`config.mk`:
```
export PLATFORM = sky130hd
export DESIGN_NAME = alarm_ring_ctrl
export DESIGN_NICKNAME = d
export VERILOG_FILES = /design/src/rtl/alarm_ring_ctrl.sv
export SDC_FILE = /design/constraint.sdc
export NUM_CORES = 1
export LEC_CHECK = 0
export BUFFER_PORTS_ARGS = -buffer_cell sky130_fd_sc_hd__buf_2
export CAP_MARGIN = 20
export CORE_ASPECT_RATIO = 0.75
export CORE_MARGIN = 1.5
export CORE_UTILIZATION = 45
export DETAILED_ROUTE_END_ITERATION = 8
export PLACE_DENSITY = 0.67
export SETUP_SLACK_MARGIN = 0.1
export SLEW_MARGIN = 25
export SYNTH_ARGS = -nofsm -noshare
export SYNTH_HDL_FRONTEND = slang
export SYNTH_SLANG_ARGS = --single-unit
export TNS_END_PERCENT = 100
```
`constraint.sdc`:
```
create_clock -name funct_clk -period 3.38 [get_ports funct_clk]
set_input_delay 0.338 -clock funct_clk [delete_from_list [all_inputs] [get_ports funct_clk]]
set_output_delay 0.338 -clock funct_clk [all_outputs]
set_load 0.005 [all_outputs]
```
`src/rtl/alarm_ring_ctrl.sv`:
```
// Alarm ring controller: turns the Z match flag into buzzer/LED control with stop, snooze and timeout.
// Optional macro ALARM_AUTO_SNOOZE_EN: an unattended ring timeout snoozes while snoozes remain.
module alarm_ring_ctrl #(
  parameter int unsigned RING_TIMEOUT = 60,
  parameter int unsigned SNOOZE_SECS  = 300,
  parameter int unsigned MAX_SNOOZES  = 3
) (
  input  logic       funct_clk,
  input  logic       rst,
  input  logic       Z,
  input  logic       sec_tick,
  input  logic       alarm_en,
  input  logic       adjust,
  input  logic       stop,
  input  logic       snooze,
  output logic       ringing,
  output logic       alarm_led,
  output logic [2:0] snooze_cnt,
  output logic [8:0] secs_left
);

  localparam int unsigned SECS_W = 9;
  localparam int unsigned CNT_W  = 3;

  localparam logic [SECS_W-1:0] RING_LOAD   = SECS_W'(RING_TIMEOUT);
  localparam logic [SECS_W-1:0] SNOOZE_LOAD = SECS_W'(SNOOZE_SECS);
  localparam logic [CNT_W-1:0]  CNT_LIMIT   = CNT_W'(MAX_SNOOZES);
  localparam logic [CNT_W-1:0]  CNT_MAX     = '1;

  typedef enum logic [1:0] {
    S_IDLE    = 2'd0,
    S_RINGING = 2'd1,
    S_SNOOZE  = 2'd2,
    S_DONE    = 2'd3
  } state_e;

  state_e              state_q, state_d;
  logic                z_q, z_d;
  logic                z_vld_q, z_vld_d;
  logic                ringing_q, ringing_d;
  logic                alarm_led_q, alarm_led_d;
  logic [CNT_W-1:0]    snooze_cnt_q, snooze_cnt_d;
  logic [SECS_W-1:0]   secs_left_q, secs_left_d;

  logic rise_c;
  logic snooze_ok_c;
  logic expire_c;

  // z_vld_q keeps the first post-reset sample from looking like a rising edge
  assign rise_c      = Z & ~z_q & z_vld_q;
  assign snooze_ok_c = snooze_cnt_q < CNT_LIMIT;
  assign expire_c    = sec_tick & (secs_left_q == SECS_W'(1));

  assign z_d     = Z;
  assign z_vld_d = 1'b1;

  // State and output registers
  always_ff @(posedge funct_clk or posedge rst) begin
    if (rst) begin
      state_q      <= S_IDLE;
      z_q          <= 1'b0;
      z_vld_q      <= 1'b0;
      ringing_q    <= 1'b0;
      alarm_led_q  <= 1'b0;
      snooze_cnt_q <= '0;
      secs_left_q  <= '0;
    end else begin
      state_q      <= state_d;
      z_q          <= z_d;
      z_vld_q      <= z_vld_d;
      ringing_q    <= ringing_d;
      alarm_led_q  <= alarm_led_d;
      snooze_cnt_q <= snooze_cnt_d;
      secs_left_q  <= secs_left_d;
    end
  end

  // Next-state logic; alarm_en low overrides everything
  always_comb begin
    state_d = state_q;
    if (!alarm_en) begin
      state_d = S_IDLE;
    end else begin
      case (state_q)
        S_IDLE: begin
          if (rise_c && !adjust) state_d = S_RINGING;
        end
        S_RINGING: begin
          if (stop) begin
            state_d = S_DONE;
          end else if (snooze && snooze_ok_c) begin
            state_d = S_SNOOZE;
          end else if (expire_c) begin
`ifdef ALARM_AUTO_SNOOZE_EN
            state_d = snooze_ok_c ? S_SNOOZE : S_DONE;
`else
            state_d = S_DONE;
`endif
          end
        end
        S_SNOOZE: begin
          if (stop) begin
            state_d = S_DONE;
          end else if (expire_c) begin
            state_d = S_RINGING;
          end
        end
        S_DONE: begin
          if (!Z) state_d = S_IDLE;
        end
        default: state_d = S_IDLE;
      endcase
    end
  end

  // Output/counter next values, keyed on the state being entered
  always_comb begin
    ringing_d    = 1'b0;
    alarm_led_d  = 1'b0;
    snooze_cnt_d = snooze_cnt_q;
    secs_left_d  = '0;
    case (state_d)
      S_IDLE: begin
        snooze_cnt_d = '0;
      end
      S_RINGING: begin
        ringing_d = 1'b1;
        if (state_q != S_RINGING) begin
          alarm_led_d = 1'b1;
          secs_left_d = RING_LOAD;
          if (state_q == S_IDLE) snooze_cnt_d = '0;
        end else begin
          alarm_led_d = sec_tick ? ~alarm_led_q : alarm_led_q;
          secs_left_d = (sec_tick && secs_left_q != '0) ? secs_left_q - SECS_W'(1)
                                                        : secs_left_q;
        end
      end
      S_SNOOZE: begin
        alarm_led_d = 1'b1;
        if (state_q != S_SNOOZE) begin
          secs_left_d  = SNOOZE_LOAD;
          snooze_cnt_d = (snooze_cnt_q != CNT_MAX) ? snooze_cnt_q + CNT_W'(1)
                                                   : snooze_cnt_q;
        end else begin
          secs_left_d = (sec_tick && secs_left_q != '0) ? secs_left_q - SECS_W'(1)
                                                        : secs_left_q;
        end
      end
      S_DONE: begin
        secs_left_d = '0;
      end
      default: begin
        snooze_cnt_d = '0;
      end
    endcase
  end

  assign ringing    = ringing_q;
  assign alarm_led  = alarm_led_q;
  assign snooze_cnt = snooze_cnt_q;
  assign secs_left  = secs_left_q;

endmodule

```
; ---- Yosys cells after proc, flatten, opt, wreduce, memory -nomap -nowiden
; Index checks and enable logic that the tools add are counted.
[totals]
ff_bits = 18
inputBits = 8
out_inout_bits = 14
[op_classes]
n_addsub = 2
n_lt_le_gt_ge = 1
n_eq_ne = 14
n_mux = 22
bitwise_logic = 5
reduce_logical = 9
[op_table]
columns = cell, n
row1 = 9-bit 2-to-1 mux, 3
row2 = 9-bit one-hot mux with 2 select lines, 1
row3 = 2-bit 2-to-1 mux, 8
row4 = 3-bit 2-to-1 mux, 4
row5 = "2-bit inequality test, second input constant", 5
row6 = "9-bit by 1-bit equality test with 1-bit output, second input constant", 1
row7 = 3-bit one-hot mux with 3 select lines, 1
row8 = 9-bit nonzero test, 1
row9 = "9-bit by 1-bit subtractor with 9-bit output, second input constant", 1
row10 = 2-bit one-hot mux with 4 select lines, 1
row11 = "2-bit equality test, second input constant", 3
row12 = "3-bit inequality test, second input constant", 2
row13 = 5-bit AND reduction, 1
row14 = "2-bit by 1-bit equality test with 1-bit output, second input constant", 2
row15 = 2-bit logical NOT, 2
row16 = "3-bit by 1-bit adder with 3-bit output, second input constant", 1
row17 = 1-bit bitwise AND, 3
row18 = 1-bit logical AND, 3
row19 = "3-bit by 2-bit less-than comparator with 1-bit output, second input constant", 1
row20 = 1-bit 2-to-1 mux, 3
row21 = 3-bit nonzero test, 1
row22 = "2-bit by 1-bit inequality test with 1-bit output, second input constant", 1
row23 = 1-bit NOT, 2
row24 = 1-bit one-hot mux with 2 select lines, 1
row25 = 1-bit logical NOT, 1

; ---- Longest topological paths before layout
; Gate-level depths: netlist of run 1.
[logic_depth]
ltp_word = 10
depth_mapped = 11
ltp_nobuf = 10

; ---- Worst setup path before layout of run 1
; No wires, ideal clock.
[synth_timing]
path_type = reg-to-reg
startpoint = register secs_left_q[6], in the netlist secs_left[6]
endpoint = register secs_left_q[5], in the netlist secs_left[5]
t_arrival_ns = 2.681
path_slack_ns = 0.612
path_stages_with_launch = 10
n_path_buf = 1
path_cell_list = dfrtp_1 or4_4 buf_6 nand4bb_1 mux2i_1 and4b_1 ha_1 or2_2 or3_1 o211ai_1
[synth_via]
elab_chain_cells = 9
[synth_rtl]
columns = element, line_no
row1 = from (decl), 43  ; logic [SECS_W-1:0] secs_left_q, secs_left_d;
row2 = from (signal assigned), 74  ; secs_left_q <= secs_left_d;
row3 = 9-bit by 1-bit equality test with 1-bit output *, 52  ; assign expire_c = sec_tick & (secs_left_q == SECS_W'(1));
row4 = 1-bit bitwise AND *, 52
row5 = 2-bit 2-to-1 mux, 93  ; end else if (expire_c) begin
row6 = 2-bit 2-to-1 mux, 91  ; end else if (snooze && snooze_ok_c) begin
row7 = 2-bit 2-to-1 mux, 89  ; if (stop) begin
row8 = 2-bit one-hot mux with 4 select lines *, 84  ; case (state_q)
row9 = 2-bit 2-to-1 mux *, 81  ; if (!alarm_en) begin
row10 = named net state_d[1], 37  ; state_e state_q, state_d;
row11 = 2-bit equality test or 2-bit by 1-bit equality test with 1-bit output (tied branches), 122  ; case (state_d)
row12 = 9-bit one-hot mux with 2 select lines *, 122
row13 = named net secs_left_d[5], 43
; The timed path passes the listed nets; every way through them passes the cells marked *.
; A chain may end at the register's enable or synchronous reset.

; ---- Final worst setup path of run 1
; Same ends and word-level chain as after synthesis.

==> flow_summary.json, run 1 <==
{
  "antenna_found_initial": 0,
  "numCtsBuffers": 3,
  "tritoncts": "built",
  "clockBufferDepth": 2,
  "dp_hpwl_um": 1980,
  "clock.fmax_mhz": 337,
  "grt_pass1_vias": 853,
  "max-slew-margin-rel_pct": 54.2,
  "drv_cap": 0,
  "num_antenna_cells": 0,
  "fin_tns_setup_ns": 0,
  "core_area_mm2": 0.00235,
  "reg2reg_slack_ns": 0.42,
  "synth_ff_type": "dfrtp_1",
  "synth_top_area_cell": "dfrtp_1",
  "yosysSeqAreaShare_pct": 39.6,
  "clock_skew_ns": 0.00325,
  "std_cell_rows": 15,
  "drc": 0,
  "hold_ws_ns": 0.115,
  "min_period_over_period_pct": 87.7,
  "worst_pin_slew_ns": 0.687,
  "route.vias.total": 994,
  "endpoint_kind": "register",
  "startpoint": "secs_left[6]",
  "layout.nets": 162,
  "cts_root_buf": "clkbuf_4",
  "insertion_delay_ns": 0.31,
  "cp.arrival_ns": 3.19,
  "yosys-top-cells-area": "dfrtp_1 (40%), ha_1 (8.8%), nand2_1 (4.3%)",
  "ys_warn_count": 0,
  "grt_pass1_wl_um": 4020,
  "track_usage_pct": 20.1,
  "die_h_um": 46.6,
  "cts-resized-gates": 0,
  "post-place-ws_ns": 0.473,
  "synth_edf_count": 0,
  "p_leak_nw": 0.602,
  "cts_setup_buffers": 0,
  "drt_iter0_drc": 67,
  "grt_max_degree": 19,
  "gp_congestion": 0.853,
  "syn_area_mm2": 0.00114,
  "cts_hold_buf": 0,
  "antenna_left": 0,
  "wire_per_inst_um": 14.3,
  "p_per_area_mw_per_mm2": 307,
  "areaGrowthSynthToFinish_pct": 14.8,
  "critPathKind": "reg2reg",
  "drive_gt1_share_pct": 20.7,
  "final_max_slew_viol_count": 0,
  "asyncSetResetFlopFracSynth_pct": 100,
  "synth_cells": 123,
  "die_x_um": 61.1,
  "period_minus_slack_ns": 2.96,
  "avgViaCountPerCell": 5.55,
  "required_ns": 3.61,
  "start_util_pct": 48.5,
  "yosys_register_bits": 18,
  "setup-violations-final": 0,
  "crit_path_start_kind": "register",
  "wirelength_um": 2560,
  "synth_top_area_share_pct": 39.6,
  "timing.rr.end": "secs_left[5]",
  "fin_area_mm2": 0.00131,
  "synth.avg_cell_area_um2": 9.26,
  "io_pins": 22,
  "status": "complete, no violations",
  "h-tree-depth": 1,
  "rsz0062_at_grt": "no",
  "layout_setup_ws_ns": 0.415,
  "clkTransAtPathRegs_ns": 0.11,
  "dieArea_mm2": 0.00284,
  "ir_worst_vdd_mv": 0.271,
  "drt_pass1_iterations": 4,
  "finalPower_w": 0.000402,
  "hold_viol": 0,
  "path_max_fanout": 9,
  "cts_sinks": 18,
  "hold_class": "in2async",
  "ys_types": 43,
  "yosysMostFrequentCell": "dfrtp_1",
  "yosys-top-cells-count": "dfrtp_1 (18), nand2_1 (13), nor2_1 (11)",
  "io_buffers": 21,
  "synthesis.nets": 139,
  "worstReg2RegStart": "secs_left[6]",
  "place_area_mm2": 0.00127,
  "ff2ff_path_depth": 8,
  "grt_overflow_total": 0
}
## report_power, final
part | switching [W] | leakage (nW) | internal [W]
Combinational | 0.0000250 | 0.335 | 0.0000164
Sequential | 0.00000361 | 0.246 | 0.000219
Clock | 0.0000723 | 0.0210 | 0.0000659
## worst max path at each step
stage / end / slack [ns] / depth (start not counted)
CTS: secs_left[5] / 0.44 / 8
floorplan: secs_left[5] / 0.61 / 9
global route: snooze_cnt[2] / 0.27 / 8
detailed placement: secs_left[5] / 0.47 / 8
global placement: secs_left[5] / 0.51 / 8
finish: secs_left[5] / 0.42 / 8
## routing by layer
metal | routed length [um] | track usage, %
met1 | 1360 | 30.4
met2 | 1060 | 27.7
met3 | 121 | 6.18
met4 | 20 | 3.91
met5 | 0 | 0
## final cells by class
| cell class | count | area [um^2] |
|---|---|---|
| inverters | 6 | 22.5 |
| clock buffers | 4 | 36.3 |
| repair buffers | 22 | 113 |
| fillers | 230 | 1040 |
| well taps | 34 | 42.5 |
| flip-flops and latches | 18 | 450 |
| multi-input cells | 95 | 643 |
## critical path, stage by stage, from the launching register on
cell and delay [ns]:
dfrtp_1 0.44, or4_4 0.60, nand4bb_1 0.25, mux2i_1 0.22, and4b_1 0.28, ha_1 0.31, or2_2 0.37, or3_1 0.32
o211ai_1 0.09
## cell usage in the layout (no fill, tap or decap), drive strengths merged, types with 3 or more instances in the layout
cell	count
buf	22
dfrtp	18
nand2	13
nor2	11
ha	8
a21oi	7
inv	6
o21ai	5
or3	4
clkbuf	4
nor2b	3
o31ai	3
nand2b	3
nor3	3
o211ai	3
or4	3
## flip-flops by register name, indices dropped and copies added (netlist names)
signal,flops
alarm_led,1
secs_left,9
snooze_cnt,3
z_q,1
state_q,2
z_vld_q,1
ringing,1
## logic make-up after synthesis
group	share of synthesized area (%)
DFF	39.6
xor gates and xnor gates	1.54
buffers and inverters	3.96
adders and majority gates	8.79
other	0.329
muxes	1.87
AOI/OAI and AO/OA	18.8
and+or+nand+nor	25.2
## per-stage QoR
step / utilization, % / cells
2_1_floorplan: - / 123
3_3_place_gp: 54.2 / 175
3_5_place_dp: 54.2 / 175
4_1_cts: 55.7 / 179
5_1_grt: 55.7 / 179
6_report: 55.7 / 179
(Power assumes the default switching activity.)
==> run 2: changes to the inputs <==
--- a/config.mk
+++ b/config.mk
@@ -5,13 +5,13 @@
 export SDC_FILE = /design/constraint.sdc
 export NUM_CORES = 1
 export LEC_CHECK = 0
+export ABC_AREA = 1
 export BUFFER_PORTS_ARGS = -buffer_cell sky130_fd_sc_hd__buf_2
 export CAP_MARGIN = 20
 export CORE_ASPECT_RATIO = 0.75
-export CORE_MARGIN = 1.5
-export CORE_UTILIZATION = 45
+export CORE_UTILIZATION = 55
 export DETAILED_ROUTE_END_ITERATION = 8
-export PLACE_DENSITY = 0.67
+export PLACE_DENSITY = 0.79
 export SETUP_SLACK_MARGIN = 0.1
 export SLEW_MARGIN = 25
 export SYNTH_ARGS = -nofsm -noshare
==> flow_summary.json, run 2 <==
{
  "status": "complete, no violations",
  "io_pins": 22,
  "gp_congestion": 0.950,
  "clockBufferDepth": 2,
  "place_area_mm2": 0.00140,
  "io_buffers": 21,
  "die_x_um": 57.3,
  "worstReg2RegStart": "secs_left[1]",
  "ir_worst_vdd_mv": 0.247,
  "final_cell_mix": "nand2_1 (44), inv_1 (23), buf_2 (21)",
  "track_usage_pct": 24.7,
  "drc": 0,
  "finalPower_w": 0.000355,
  "h-tree-depth": 1,
  "avgViaCountPerCell": 5.32,
  "cts_setup_buffers": 0,
  "layout_commonest_cell": "nand2_1",
  "synth.avg_cell_area_um2": 7.38,
  "grt_overflow_total": 0,
  "met3_length_um": 219,
  "layout.nets": 213,
  "critPathKind": "reg2reg",
  "insertion_delay_ns": 0.29,
  "largest_reg_flops": 9,
  "p_leak_nw": 0.837,
  "p_per_area_mw_per_mm2": 250,
  "num_antenna_cells": 0,
  "top_layer_used": "met4",
  "antenna_found_initial": 0,
  "fin_tns_setup_ns": 0,
  "min_period_over_period_pct": 72.1,
  "ys_types": 25,
  "die_h_um": 43.5,
  "clock_skew_ns": 0.00137,
  "wl_met2_um": 1200,
  "worst_pin_slew_ns": 0.686,
  "hold_ws_ns": 0.135,
  "drive_gt1_share_pct": 22.1,
  "rsz0062_at_grt": "no",
  "antenna_left": 0,
  "critPathMaxStageDelay_ns": 0.41,
  "synth_ff_type": "dfrtp_1",
  "hold_viol": 0,
  "drt_pass1_iterations": 4,
  "dp_hpwl_um": 2200,
  "synth_edf_count": 0,
  "drt_iter0_drc": 63,
  "asyncSetResetFlopFracSynth_pct": 100,
  "cts_hold_buf": 0,
  "route.vias.total": 1164,
  "drv_cap": 0,
  "wirelength_um": 2760,
  "yosysSeqAreaShare_pct": 35.7,
  "syn_area_mm2": 0.00126,
  "ys_warn_count": 0,
  "grt_pass1_wl_um": 4610,
  "crit_path_start_kind": "register",
  "synthesis.nets": 187,
  "grt_pass1_vias": 1013,
  "wire_per_inst_um": 12.6,
  "fin_area_mm2": 0.00142,
  "cts_root_buf": "clkbuf_4",
  "setup-violations-final": 0,
  "synth_cells": 171,
  "post-place-ws_ns": 1.00,
  "areaGrowthSynthToFinish_pct": 12.5,
  "fillers": 171,
  "yosys_register_bits": 18,
  "dieArea_mm2": 0.00249,
  "clock.fmax_mhz": 410,
  "final_max_slew_viol_count": 0,
  "layout_setup_ws_ns": 0.943,
  "clkTransAtPathRegs_ns": 0.10,
  "tritoncts": "built",
  "cp.arrival_ns": 2.64,
  "hold_class": "in2async",
  "endpoint_kind": "register",
  "core_area_mm2": 0.00208,
  "yosys-top-cells-count": "nand2_1 (44), inv_1 (23), nor2_1 (19)",
  "grt_max_degree": 19,
  "max-slew-margin-rel_pct": 54.2,
  "path_max_fanout": 6,
  "std_cell_rows": 14,
  "cts-resized-gates": 0,
  "cts_sinks": 18,
  "startpoint": "secs_left[1]",
  "required_ns": 3.58,
  "start_util_pct": 60.5,
  "synth_top_area_cell": "dfrtp_1",
  "yosys-top-cells-area": "dfrtp_1 (36%), nand2_1 (13%), ha_1 (7.9%)",
  "crit_chain": "inv_1 -> ha_1 -> nand3_1 -> nor2_1 -> nand2_1 -> nand3_1 -> nand2_1 -> nand2_1 -> nor2_1 -> nor2_1 -> ha_1 -> inv_1 -> nor2_4 -> o21ai_2 -> a211oi_1",
  "yosysMostFrequentCell": "nand2_1",
  "synth_top_area_share_pct": 35.7,
  "numCtsBuffers": 3,
  "wl_met1_um": 1310,
  "period_minus_slack_ns": 2.44,
  "slowest_stage": "dfrtp_1"
}
run 2: cell types whose count changed in the layout (fill, tap and decap cells not counted), moves of 4 or more:
cell     delta
nand2_1    +31
nand3_1    +12
or3_1       -4
nor2_1      +8
o21ai_1     +4
inv_1      +17
nand4_1     +4
nand2_2     +4
run 2: layout make-up:
cell class | instances | area [um^2] | share of cell area [%]
clock buffers | 3 | 22.5 | 1.59
well taps | 24 | 30.0 | 2.12
repair buffers | 21 | 105 | 7.41
inverters | 26 | 97.6 | 6.88
flip-flops and latches | 18 | 450 | 31.7
multi-input cells | 127 | 713 | 50.3
run 2: cells by family after synthesis:
kind of cell | count (synthesis) | share of synthesized area (%)
compound gates | 24 | 12.7
xor+xnor | 2 | 1.39
fa+ha+maj | 8 | 7.94
buf+inv | 26 | 7.74
flops | 18 | 35.7
other cells | 1 | 0.297
simple gates | 92 | 34.2
run 2: path summary, 6_finish.rpt:
check / end / slack, ns / depth (start not counted)
max: secs_left[1] / 0.94 / 15
min: secs_left[5] / 0.13 / 2
max reg2reg: secs_left[1] / 0.94 / 15
min reg2reg: alarm_led / 0.57 / 1
max in group asynchronous: secs_left[8] / 2.81 / 2
min in group funct_clk: z_q / 0.19 / 1
run 2: through the flow:
stage,std cells,utilization (%)
finish,219,68.1
CTS,219,68.1
detailed placement,216,67.0
global route,219,68.1
global placement,216,67.0
floorplan,171,-
run 2: report_power, final:
group	internal, W	total, W	switching [W]
combinational	0.00000986	0.0000313	0.0000215
clock	0.0000414	0.000105	0.0000634
sequential	0.000218	0.000219	0.00000143
total	0.000269	0.000355	0.0000863
run 2: per-layer routing:
layer	GRT usage, %	vias to the layer above
li1	-	598
met1	36.9	519
met2	35.3	43
met3	7.16	4
met4	6.34	0
met5	0	-
run 2: critical path: cells and delay by family (launching register included):
kind	cells	cell delay, ns
AOI/OAI and AO/OA	2	0.36
and+or+nand+nor	9	0.85
adders and majority gates	2	0.47
DFF	1	0.41
buffers and inverters	2	0.26
==> run 3: changes to the inputs <==
==> constraint.sdc (replaced) <==
create_clock -name funct_clk -period 2.4 [get_ports funct_clk]
set_input_delay 0.24 -clock funct_clk [delete_from_list [all_inputs] [get_ports funct_clk]]
set_output_delay 0.24 -clock funct_clk [all_outputs]
set_load 0.005 [all_outputs]
==> flow_summary.json, run 3 (same netlist as run 2, synthesis figures left out) <==
{
  "wire_per_inst_um": 14.4,
  "start_util_pct": 60.5,
  "tritoncts": "built",
  "track_usage_pct": 25.4,
  "grt_pass1_vias": 1040,
  "instances_no_fill": 228,
  "h-tree-depth": 1,
  "io_buffers": 21,
  "cp.arrival_ns": 2.51,
  "drt_pass1_iterations": 4,
  "route.vias.total": 1271,
  "p_leak_nw": 0.892,
  "path_max_fanout": 6,
  "status": "complete, no violations",
  "endpoint_kind": "register",
  "io_pins": 22,
  "hold_class": "in2async",
  "critPathMaxStageDelay_ns": 0.42,
  "areaGrowthSynthToFinish_pct": 25.7,
  "insertion_delay_ns": 0.30,
  "timing.rr.end": "snooze_cnt[0]",
  "num_antenna_cells": 0,
  "cts_hold_buf": 0,
  "clock.fmax_mhz": 431,
  "multi_input_area_um2": 806,
  "critPathKind": "reg2reg",
  "grt_max_degree": 19,
  "crit_end": "snooze_cnt[0]",
  "worst_pin_slew_ns": 0.668,
  "timing.critical_path.buf_inv": 1,
  "period_minus_slack_ns": 2.32,
  "largest_reg_flops": 9,
  "antenna_found_initial": 0,
  "layout.nets": 222,
  "crit_path_start_kind": "register",
  "required_ns": 2.59,
  "drive_gt1_share_pct": 32.8,
  "path_delay_family": "simple AND/OR/NAND/NOR gates",
  "die_x_um": 57.3,
  "grt_overflow_total": 0,
  "cts_root_buf": "clkbuf_4",
  "startpoint": "secs_left[1]",
  "clkTransAtPathRegs_ns": 0.09,
  "dieArea_mm2": 0.00249,
  "std_cell_rows": 14,
  "avgViaCountPerCell": 5.57,
  "path_depth": 15,
  "wirelength_um": 3290,
  "clock_skew_ns": 0.00726,
  "fillers": 134,
  "setup-violations-final": 0,
  "grt_pass1_wl_um": 4810,
  "die_h_um": 43.5,
  "clockBufferDepth": 2,
  "drc": 0,
  "max-slew-margin-rel_pct": 55.4,
  "final_max_slew_viol_count": 0,
  "ir_worst_vdd_mv": 0.328,
  "hold_ws_ns": 0.0232,
  "layout_commonest_cell": "nand2_1",
  "drv_cap": 0,
  "area.sequential_um2": 450,
  "dp_hpwl_um": 2250,
  "slowest_stage": "dfrtp_1",
  "min_period_over_period_pct": 96.6,
  "final_cell_mix": "nand2_1 (42), buf_2 (21), inv_1 (20)",
  "p_per_area_mw_per_mm2": 319,
  "ff2ff_path_depth": 15,
  "antenna_left": 0,
  "gp_congestion": 0.948,
  "numCtsBuffers": 3,
  "placed_cells": 218,
  "rsz0062_at_grt": "yes",
  "cts_sinks": 18,
  "fin_tns_setup_ns": 0,
  "reg2reg_slack_ns": 0.08,
  "hold_viol": 0,
  "crit_chain": "inv_2 -> ha_4 -> nand3_2 -> nor2_1 -> nand2_1 -> o21ai_1 -> nand2_1 -> nor2_1 -> nor2_2 -> ha_4 -> a21oi_4 -> o21ai_4 -> nor2_4 -> o21ai_1 -> o21a_1",
  "drt_iter0_drc": 67,
  "worstReg2RegStart": "secs_left[1]",
  "core_area_mm2": 0.00208
}
run 3: how the worst min path moves through the flow:
stage / startpoint / to / slack, ns / depth (start not counted)
3_3_place_gp: rst / alarm_led / 0.37 / 2
3_5_place_dp: rst / secs_left[3] / 0.37 / 2
5_1_grt: Z / z_q / 0.07 / 1
2_1_floorplan: rst / alarm_led / 0.18 / 1
4_1_cts: rst / state_q[0] / 0.06 / 2
6_report: rst / state_q[0] / 0.02 / 2
run 3: through the flow:
step	power [W]	util (%)	setup slack [ns]	instance area (um^2)
global placement	0.000358	67.7	0.0993	1410
CTS	0.000502	69.0	0.110	1440
detailed placement	0.000359	67.7	0.00607	1410
global route	0.000525	76.1	-0.0841	1590
finish	0.000505	76.1	0.0824	1590
floorplan	0.000342	-	0.282	1260
run 3: area by class of cell:
| type | instances | area share [%] |
|---|---|---|
| inverter | 26 | 6.31 |
| timing repair buffer | 30 | 11.1 |
| sequential | 18 | 28.4 |
| clock buffer | 3 | 1.42 |
| multi-input combinational | 127 | 50.8 |
| tap | 24 | 1.89 |
run 3: timing repair:
item | 4_1_cts | 5_1_grt
endpoints found under the setup margin | 7 | 11
setup buffers | 0 | 7
gates resized for setup | 4 | 23
pin swaps | 2 | 9
run 3: routing by layer:
metal / up-vias / track usage [%] / wire length (um)
met5: - / 0 / 0
met4: 0 / 6.34 / 59
met3: 9 / 6.87 / 305
met2: 74 / 36.9 / 1500
met1: 578 / 37.6 / 1430
li1: 610 / - / -
run 3: worst reg2reg max path, delay by kind of cell, from the launching register on:
family | cells | cell delay [ns]
AO/OA/AOI/OAI | 5 | 0.58
AND/OR/NAND/NOR | 7 | 0.77
adder cells (fa/ha/maj) | 2 | 0.33
flip-flops | 1 | 0.42
buffers and inverters | 1 | 0.11
run 3: report_power, final:
group / internal, W / switching, W
clock: 0.0000586 / 0.0000862
sequential: 0.000306 / 0.00000205
combinational: 0.0000166 / 0.0000352
